[src/rtl/mfda_ctrl_pkg.sv]
// Shared types and default widths for the MFDA source-inlet dispenser.
package mfda_ctrl_pkg;

   localparam int unsigned CNT_W_DEF   = 16;
   localparam int unsigned PULSE_W_DEF = 8;

   typedef enum logic [2:0] {
      IDLE   = 3'd0,
      ON     = 3'd1,
      OFF    = 3'd2,
      SETTLE = 3'd3,
      FIN    = 3'd4
   } disp_state_t;

endpackage

[src/rtl/mfda_down_counter.sv]
// Loadable, non-wrapping down-counter with a registered zero flag.
module mfda_down_counter #(
   parameter int unsigned W = 16
) (
   input  logic         clk,
   input  logic         rst,
   input  logic         load_i,
   input  logic [W-1:0] load_val_i,
   input  logic         dec_i,
   output logic         zero_o
);

   logic [W-1:0] count_q, count_d;

   always_comb begin
      count_d = count_q;
      if (load_i) begin
         count_d = load_val_i;
      end else if (dec_i && (count_q != '0)) begin
         count_d = count_q - W'(1);
      end
   end

   always_ff @(posedge clk) begin
      if (rst) begin
         count_q <= '0;
         zero_o  <= 1'b1;
      end else begin
         count_q <= count_d;
         zero_o  <= (count_d == '0);
      end
   end

endmodule

[src/rtl/mfda_source_dispenser.sv]
// Source-inlet controller: meters a train of valve pulses, holds a settle window,
// then flags completion so the host can sample the network output.
module mfda_source_dispenser
   import mfda_ctrl_pkg::*;
#(
   parameter int unsigned CNT_W   = CNT_W_DEF,
   parameter int unsigned PULSE_W = PULSE_W_DEF
) (
   input  logic               clk,
   input  logic               rst,
   input  logic               start,
   input  logic               abort,
   input  logic [PULSE_W-1:0] pulse_count,
   input  logic [CNT_W-1:0]   on_cycles,
   input  logic [CNT_W-1:0]   off_cycles,
   input  logic [CNT_W-1:0]   settle_cycles,
   output logic               valve_open,
   output logic               pump_en,
   output logic               busy,
   output logic               done,
   output logic               aborted,
   output logic               cfg_err,
   output logic [PULSE_W-1:0] pulses_sent
);

   disp_state_t        state_q, state_d;
   logic [PULSE_W-1:0] pc_q, pc_d;
   logic [PULSE_W-1:0] ps_q, ps_d;
   logic [PULSE_W-1:0] ps_inc;
   logic [CNT_W-1:0]   on_q, on_d;
   logic [CNT_W-1:0]   off_q, off_d;
   logic [CNT_W-1:0]   settle_q, settle_d;
   logic               cnt_load;
   logic [CNT_W-1:0]   cnt_val;
   logic               cnt_zero;
   logic               aborted_d;
   logic               cfg_err_d;

   // Phase length n is timed by loading n-1; a zero length collapses to one cycle.
   function automatic logic [CNT_W-1:0] phase_load(input logic [CNT_W-1:0] v);
      return (v == '0) ? '0 : v - CNT_W'(1);
   endfunction

   assign ps_inc = ps_q + PULSE_W'(1);

   mfda_down_counter #(.W(CNT_W)) u_phase_cnt (
      .clk        (clk),
      .rst        (rst),
      .load_i     (cnt_load),
      .load_val_i (cnt_val),
      .dec_i      (!cnt_load),
      .zero_o     (cnt_zero)
   );

   always_comb begin
      state_d   = state_q;
      pc_d      = pc_q;
      ps_d      = ps_q;
      on_d      = on_q;
      off_d     = off_q;
      settle_d  = settle_q;
      cnt_load  = 1'b0;
      cnt_val   = '0;
      aborted_d = 1'b0;
      cfg_err_d = 1'b0;

      case (state_q)
         IDLE: begin
            if (start) begin
               pc_d     = pulse_count;
               on_d     = on_cycles;
               off_d    = off_cycles;
               settle_d = settle_cycles;
               ps_d     = '0;
               if (pulse_count == '0) begin
                  cfg_err_d = 1'b1;
               end else begin
                  state_d  = ON;
                  cnt_load = 1'b1;
                  cnt_val  = phase_load(on_cycles);
               end
            end
         end
         ON: begin
            if (cnt_zero) begin
               ps_d = ps_inc;
               if (ps_inc != pc_q) begin
                  cnt_load = 1'b1;
                  if (off_q != '0) begin
                     state_d = OFF;
                     cnt_val = phase_load(off_q);
                  end else begin
                     state_d = ON;
                     cnt_val = phase_load(on_q);
                  end
               end else if (settle_q != '0) begin
                  state_d  = SETTLE;
                  cnt_load = 1'b1;
                  cnt_val  = phase_load(settle_q);
               end else begin
                  state_d = FIN;
               end
            end
         end
         OFF: begin
            if (cnt_zero) begin
               state_d  = ON;
               cnt_load = 1'b1;
               cnt_val  = phase_load(on_q);
            end
         end
         SETTLE: begin
            if (cnt_zero) begin
               state_d = FIN;
            end
         end
         FIN: begin
            state_d = IDLE;
         end
         default: begin
            state_d = IDLE;
         end
      endcase

      // FIN is already complete, so abort only cancels the metering phases.
      if (abort && (state_q inside {ON, OFF, SETTLE})) begin
         state_d   = IDLE;
         ps_d      = ps_q;
         cnt_load  = 1'b0;
         cnt_val   = '0;
         aborted_d = 1'b1;
      end
   end

   always_ff @(posedge clk) begin
      if (rst) begin
         state_q     <= IDLE;
         pc_q        <= '0;
         ps_q        <= '0;
         on_q        <= '0;
         off_q       <= '0;
         settle_q    <= '0;
         valve_open  <= 1'b0;
         pump_en     <= 1'b0;
         busy        <= 1'b0;
         done        <= 1'b0;
         aborted     <= 1'b0;
         cfg_err     <= 1'b0;
      end else begin
         state_q     <= state_d;
         pc_q        <= pc_d;
         ps_q        <= ps_d;
         on_q        <= on_d;
         off_q       <= off_d;
         settle_q    <= settle_d;
         valve_open  <= (state_d == ON);
         pump_en     <= (state_d == ON) || (state_d == OFF);
         busy        <= (state_d != IDLE);
         done        <= (state_d == FIN);
         aborted     <= aborted_d;
         cfg_err     <= cfg_err_d;
      end
   end

   assign pulses_sent = ps_q;

endmodule
[config.mk]
export PLATFORM = sky130hd
export DESIGN_NAME = mfda_source_dispenser
export DESIGN_NICKNAME = d
export VERILOG_FILES = /design/src/rtl/mfda_ctrl_pkg.sv /design/src/rtl/mfda_down_counter.sv /design/src/rtl/mfda_source_dispenser.sv
export SDC_FILE = /design/constraint.sdc
export NUM_CORES = 1
export LEC_CHECK = 0
export ABC_AREA = 1
export CAP_MARGIN = 20
export CELL_PAD_IN_SITES_DETAIL_PLACEMENT = 2
export CELL_PAD_IN_SITES_GLOBAL_PLACEMENT = 2
export CORE_ASPECT_RATIO = 0.75
export CORE_UTILIZATION = 30
export CTS_BUF_LIST = sky130_fd_sc_hd__clkbuf_16
export DETAILED_ROUTE_END_ITERATION = 10
export PLACE_DENSITY = 0.83
export SETUP_SLACK_MARGIN = 0.4
export SLEW_MARGIN = 20
export SYNTH_ARGS = -nofsm -noshare
export SYNTH_HDL_FRONTEND = slang
export SYNTH_SLANG_ARGS = --single-unit
[constraint.sdc]
create_clock -name clk -period 2.4 [get_ports clk]
set_input_delay 0.24 -clock clk [delete_from_list [all_inputs] [get_ports clk]]
set_output_delay 0.24 -clock clk [all_outputs]
set_load 0.01 [all_outputs]
==> results.ini, run 1 <==
[yosys]
synth-edff-count = 0
synth_area_per_cell_sq_um = 6.04
ys_types = 40
muxShareOfSynthArea_pct = 0
yosysWarnings = 0
synth-compound-area-share_pct = 15.7
async_reset_ff_share_pct = 0
netlist_area_sq_mm = 0.00639
synth_top_family_by_area = simple AND/OR/NAND/NOR gates
synth-adder-area-share_pct = 1.76
synth_ff_type = dfxtp_1
synth_area_leaders = dfxtp_1, nand2_1, nor2_1
yosys.area_share.simple_pct = 39.3
synthesis.nets = 1128
synth_seq_cells = 90
synth_area_leader_cell = dfxtp_1
yosysTopAreaCellShare_pct = 28.2
synthCells = 1059
synthXorXnorAreaFrac_pct = 5.34
ys_seq_area_share_pct = 28.2

[floorplan]
dieArea_sq_mm = 0.0219
die_h_microns = 128
start_util_pct = 31.1
num_rows = 45
ioPinCount = 74
placeableCoreArea_sq_mm = 0.0206
die_w_microns = 171

[sta]
setup_violations = 24
drv_slew = 0
finalWorstSetupSlack_ns = -0.512
fin_crit_sh_pct = 121
hold_viol_final = 0
rsz0062_at_grt = true
clock_skew_ns = 0.0159
max_freq_mhz = 343
tightest_slew_ns = 0.677
period_minus_slack_ns = 2.91
slew_headroom_pct = 54.4
setup_tns_ns = -5.90

[place]
dp_slack_ns = -0.215
portBuffers = 73
gp_congestion = 0.872
placedCellCount = 1516
hpwl_microns = 24100

[final_layout]
multi_input_area_sq_mm = 0.00467
regArea_sq_mm = 0.00182
drive_gt1_share_pct = 27.3
synthToLayoutAreaGrowth_pct = 52.8
final.fill_count = 2350
fin_nets = 1355
postLayoutCoreUtil_pct = 47.5
n_antenna_cell = 0
fin_cells = 1573

[critical_path]
crit_path_end_kind = flop
required_ns = 2.73
worstReg2RegStart = on_q[6]
worstPathMaxFanout = 7
crit_start = on_q[6]
cp-start-kind = flop
path_class = flop to flop
critPathArrivalTime_ns = 3.25

[power_and_ir_drop]
power_frac_comb_pct = 53.3
power_frac_seq_pct = 25.9
leakage_uw = 0.00441
switching_share_pct = 49.2
power.share.clock_pct = 20.8
internal_power_uw = 3740
ir_drop_mv = 0.442
p_switching_uw = 3620
p_per_area_mw_per_mm2 = 753

[min_path]
min_from = off_cycles[15]
hp-class = primary input to flop

[global_routing]
track_usage_pct = 37.1
grt_pass1_vias = 9700
gr-total-overflow = 0
grt_max_degree = 56
antenna_found_initial = 0
grt_pass1_wl_microns = 60600

[cts]
ctsRootBufferMaster = clkbuf_16
clock_latency_ns = 0.40
numCtsBuffers = 9
cts_tree = yes
clk_pin_slew_ns = 0.08
ctsHoldBuffers = 0
cts_max_level = 3
clockBufferDepth = 2
cts.sinks = 90

[run_status]
violations = negative setup slack
outcome = complete, but fails checks

[routing]
wl_per_cell_microns = 28.9
wirelength_microns = 45400
drc = 0
antenna_left = 0
vias = 9205
firstDrtPassIters = 5
drt_iter0_markers = 711
routed_via_density = 5.85

[run]
drv_cap = 0

[timing repair]
action | in CTS | in global routing
pin swaps | 25 | 25
buffers inserted | 22 | 15
resized for setup | 123 | 66
cloned | 3 | 1
endpoints found under the setup margin | 32 | 32
[state kept, by name (all words and copies together) (netlist names)]
| signal | flops |
|---|---|
| settle_q | 16 |
| cfg_err | 1 |
| aborted | 1 |
| u_phase_cnt.count_q | 16 |
| busy | 1 |
| pump_en | 1 |
| state_q | 3 |
| on_q | 16 |
| u_phase_cnt.zero_o | 1 |
| pulses_sent | 8 |
| off_q | 16 |
| pc_q | 8 |
| done | 1 |
| valve_open | 1 |
[cell usage after synthesis, drive strengths merged, types with 3 or more instances]
cell type,count
o22ai,8
nor2,178
o21ai,89
inv,123
nand4,18
o21bai,3
clkbuf,23
xnor2,7
buf,13
ha,9
dfxtp,90
nand2,254
a21oi,73
nand3,106
nor4,3
xor2,32
o211ai,4
a32oi,5
nor3,11
[path summary, 6_finish.rpt]
check	end	slack (ns)	depth (start not counted)
max	u_phase_cnt.zero_o	-0.51	18
min	off_q[15]	0.49	3
max reg2reg	u_phase_cnt.zero_o	-0.51	18
min reg2reg	on_q[13]	0.53	2
[metrics by stage]
step	total power [uW]	area [sq um]	hold slack [ns]
2_1_floorplan	3420	6430	0.407
3_5_place_dp	4730	8410	0.480
5_1_grt	7540	9770	0.518
4_1_cts	6500	9380	0.503
6_report	7360	9770	0.486
3_3_place_gp	4530	8410	0.468
[placed cells by master, fill, tap and decap left out, types with 32 or more instances in the layout]
| cell type | instances |
|---|---|
| xor2_1 | 32 |
| dfxtp_1 | 83 |
| inv_1 | 117 |
| nand2_1 | 210 |
| o21ai_0 | 77 |
| buf_4 | 154 |
| nand3_1 | 65 |
| clkdlybuf4s50_1 | 73 |
| a21oi_1 | 65 |
| nor2_1 | 142 |
[routing by layer]
metal,global-route usage (%),vias to the layer above,wire [microns]
met5,0,-,0
met4,18.7,0,2860
met3,6.24,217,2890
met2,64.2,498,21700
met1,44.6,4597,17900
li1,-,3893,-
[layout make-up]
cell class / instances / area share [%]
Multi-Input combinational cell: 812 / 47.8
Timing Repair Buffer: 250 / 22.3
Sequential cell: 90 / 18.6
Inverter: 123 / 4.75
Tap cell: 282 / 3.61
Clock buffer: 9 / 2.31
Clock inverter: 7 / 0.538
[kinds of logic (layout without fill, tap and decap cells)]
family | count (synthesis) | after routing
flip-flops | 90 | 90
AO/OA/AOI/OAI | 186 | 186
AND/OR/NAND/NOR | 576 | 578
XOR/XNOR | 39 | 39
adder cells (fa/ha/maj) | 9 | 9
buffers and inverters | 159 | 389
[power by group through the flow]
stage                     Clock (uW)  Combinational (uW)  Sequential (uW)
after global routing            1580                4050             1910
final                           1530                3920             1910
after floorplan                    0                1590             1830
after global placement             0                2670             1860
after CTS                       1440                3210             1850
after detailed placement           0                2850             1880
[critical path, stage by stage (launching register included)]
cell     delay (ns)
dfxtp_1        0.42
nor2_2         0.24
nand2_1        0.13
nor2_2         0.19
nand3_2        0.11
buf_4          0.19
nand3_1        0.19
nand2_1        0.11
o21ai_1        0.18
nand2_1        0.13
nand4_1        0.24
nand2_1        0.12
nand2_2        0.08
nand2_1        0.07
nor2_1         0.12
nand2_1        0.08
nor2_2         0.11
nand2_1        0.06
nand2_1        0.07
(Power assumes the default switching activity.)
==> inputs of run 2 (changes only) <==
--- a/config.mk
+++ b/config.mk
@@ -10,10 +10,11 @@
 export CELL_PAD_IN_SITES_DETAIL_PLACEMENT = 2
 export CELL_PAD_IN_SITES_GLOBAL_PLACEMENT = 2
 export CORE_ASPECT_RATIO = 0.75
+export CORE_MARGIN = 2
 export CORE_UTILIZATION = 30
 export CTS_BUF_LIST = sky130_fd_sc_hd__clkbuf_16
 export DETAILED_ROUTE_END_ITERATION = 10
-export PLACE_DENSITY = 0.83
+export PLACE_DENSITY_LB_ADDON = 0.15
 export SETUP_SLACK_MARGIN = 0.4
 export SLEW_MARGIN = 20
 export SYNTH_ARGS = -nofsm -noshare
==> run 2 against run 1 <==
Compared with the run above:
- clock power decreased by 3%
- worst setup slack improved by 0.087 ns
- critical path type is now primary input to flop
- count of clock-buffer cells in the layout unchanged
- sequential share of layout area decreased by 0.21 points
- first-iteration DRC count increased by 18%
- the flow still finishes with violations (negative setup slack)
==> results.ini, run 2 (synthesized netlist as in run 1, its figures left out) <==
[run_status]
outcome = complete, but fails checks
violations = negative setup slack

[critical_path]
rrSetupSlack_ns = -0.42
critical-path-max-stage-delay_ns = 0.56
worstPathMaxFanout = 7
worstReg2RegStart = pulses_sent[1]
cp-start-kind = primary input
critPathBufInv = 4
crit_path_end_kind = flop
crit_start = on_cycles[4]
crit_family = simple AND/OR/NAND/NOR gates
cpMostUsedCell = nand2_1
critPathArrivalTime_ns = 3.15
required_ns = 2.73
crit_chain = clkdlybuf4s50_1 -> nor2_1 -> inv_1 -> nor3_2 -> nand3_1 -> nand2_1 -> buf_4 -> inv_1 -> o21ai_0 -> a21oi_1 -> nor2_1 -> nand2_1 -> nand2_1 -> nand2_1 -> nor2_1 -> nand2_1 -> nor2_1 -> nand2_1 -> nand2_1
path_class = primary input to flop
slowest_stage = clkdlybuf4s50_1

[routing]
wirelength_microns = 44100
drt_iter0_markers = 841
wl_per_cell_microns = 27.6
drc = 0
vias = 9142
routed_via_density = 5.73
firstDrtPassIters = 5
antenna_left = 0

[min_path]
hp-class = primary input to flop
min_from = off_cycles[13]

[power_and_ir_drop]
p_per_area_mw_per_mm2 = 730
leakage_uw = 0.00444
internal_power_uw = 3750
p_switching_uw = 3470
power_frac_comb_pct = 53.4
power.share.clock_pct = 20.6
ir_drop_mv = 0.428
power_uw = 7220
power_frac_seq_pct = 26.0
switching_share_pct = 48.1

[sta]
period_minus_slack_ns = 2.82
fin_crit_sh_pct = 118
setup_tns_ns = -3.93
tightest_slew_ns = 0.612
hold_viol_final = 0
max_freq_mhz = 354
slew_headroom_pct = 58.8
drv_slew = 0
setup_violations = 21
clock_skew_ns = 0.0138
finalWorstSetupSlack_ns = -0.425
holdWs_ns = 0.485
rsz0062_at_grt = true

[cts]
clockBufferDepth = 2
numCtsBuffers = 9
clk_pin_slew_ns = 0.08
ctsHoldBuffers = 0
cts_tree = yes
cts.sinks = 90
cts_max_level = 3
ctsRootBufferMaster = clkbuf_16
clock_latency_ns = 0.38

[global_routing]
grt_max_degree = 57
antenna_found_initial = 0
grt_pass1_wl_microns = 56100
track_usage_pct = 32.5
grt_pass1_vias = 9330
gr-total-overflow = 0

[place]
hpwl_microns = 23200
dp_slack_ns = -0.362
gp_congestion = 0.869
portBuffers = 73

[floorplan]
num_rows = 46
dieArea_sq_mm = 0.0225
die_w_microns = 173
die_h_microns = 130
ioPinCount = 74
start_util_pct = 30.4
placeableCoreArea_sq_mm = 0.0210

[final_layout]
final_cell_mix = nand2_1, buf_4, nor2_1, inv_1, dfxtp_1
final_common_cell = nand2_1
drive_gt1_share_pct = 30.6
fin_nets = 1371
n_antenna_cell = 0
synthToLayoutAreaGrowth_pct = 54.7

[run]
drv_cap = 0

-- run 2: cell types whose count changed in the layout (fill, tap and decap cells not counted), moves of 5 or more --
cell	before	now
nand3_1	65	60
buf_6	19	14
a21oi_2	6	11
nand2_2	30	44
buf_4	154	175
nand2_1	210	203
nand3_2	29	35
nand2_4	13	7
o21ai_2	3	8
-- run 2: repair_timing --
action,in CTS,in global routing
resized for setup,117,87
setup buffers,19,16
pin swaps,29,31
endpoints found under the setup margin,51,54
gates cloned,2,0
-- run 2: area by class of cell --
class                   count  area (sq um)
clock inverters             7          46.3
flip-flops and latches     90          1820
fillers                  2458         11100
repair buffers            266          2270
inverters                 123           465
clock buffers               9           225
well taps                 288           360
multi-input cells         812          4700
-- run 2: final timing paths --
path                        end  cells after the start
max          u_phase_cnt.zero_o                     19
min                   off_q[13]                      3
max reg2reg  u_phase_cnt.zero_o                     21
min reg2reg            off_q[7]                      2
-- run 2: power by group through the flow --
stage          clock (uW)  combinational, uW  sequential (uW)
3_3_place_gp            0               2730             1850
5_1_grt              1520               4040             1890
3_5_place_dp            0               2850             1860
2_1_floorplan           0               1590             1830
6_report             1490               3850             1880
4_1_cts              1430               3190             1830
-- run 2: worst reg2reg max path, cell delays in order, from the launching register on --
cell and delay [ns]:
dfxtp_4 0.40, ha_4 0.18, inv_1 0.07, nand2_2 0.10, nand2_1 0.10, nand2_1 0.11
nand2_2 0.12, inv_2 0.10, nand3_2 0.08, nor2_4 0.23, nand3_4 0.18, buf_4 0.19
nand2_1 0.08, nand3_1 0.11, nand2_1 0.14, nand2_1 0.11, nand2_1 0.10, nor2_1 0.06
nand2_1 0.06, nor2_1 0.05, nand2_1 0.08, nand2_1 0.07
-- run 2: metrics by stage --
step | cells | util (%) | area [sq um]
after floorplan | 1059 | - | 6430
after global placement | 1542 | 40.7 | 8560
after detailed placement | 1542 | 40.7 | 8560
after CTS | 1579 | 44.9 | 9440
after global routing | 1595 | 47.1 | 9890
final | 1595 | 47.1 | 9890
-- run 2: layer usage --
layer | routed length [microns] | GRT usage [%]
met1 | 17900 | 39.2
met2 | 21700 | 58.3
met3 | 2300 | 4.72
met4 | 2200 | 14.2
met5 | 0 | 1.67
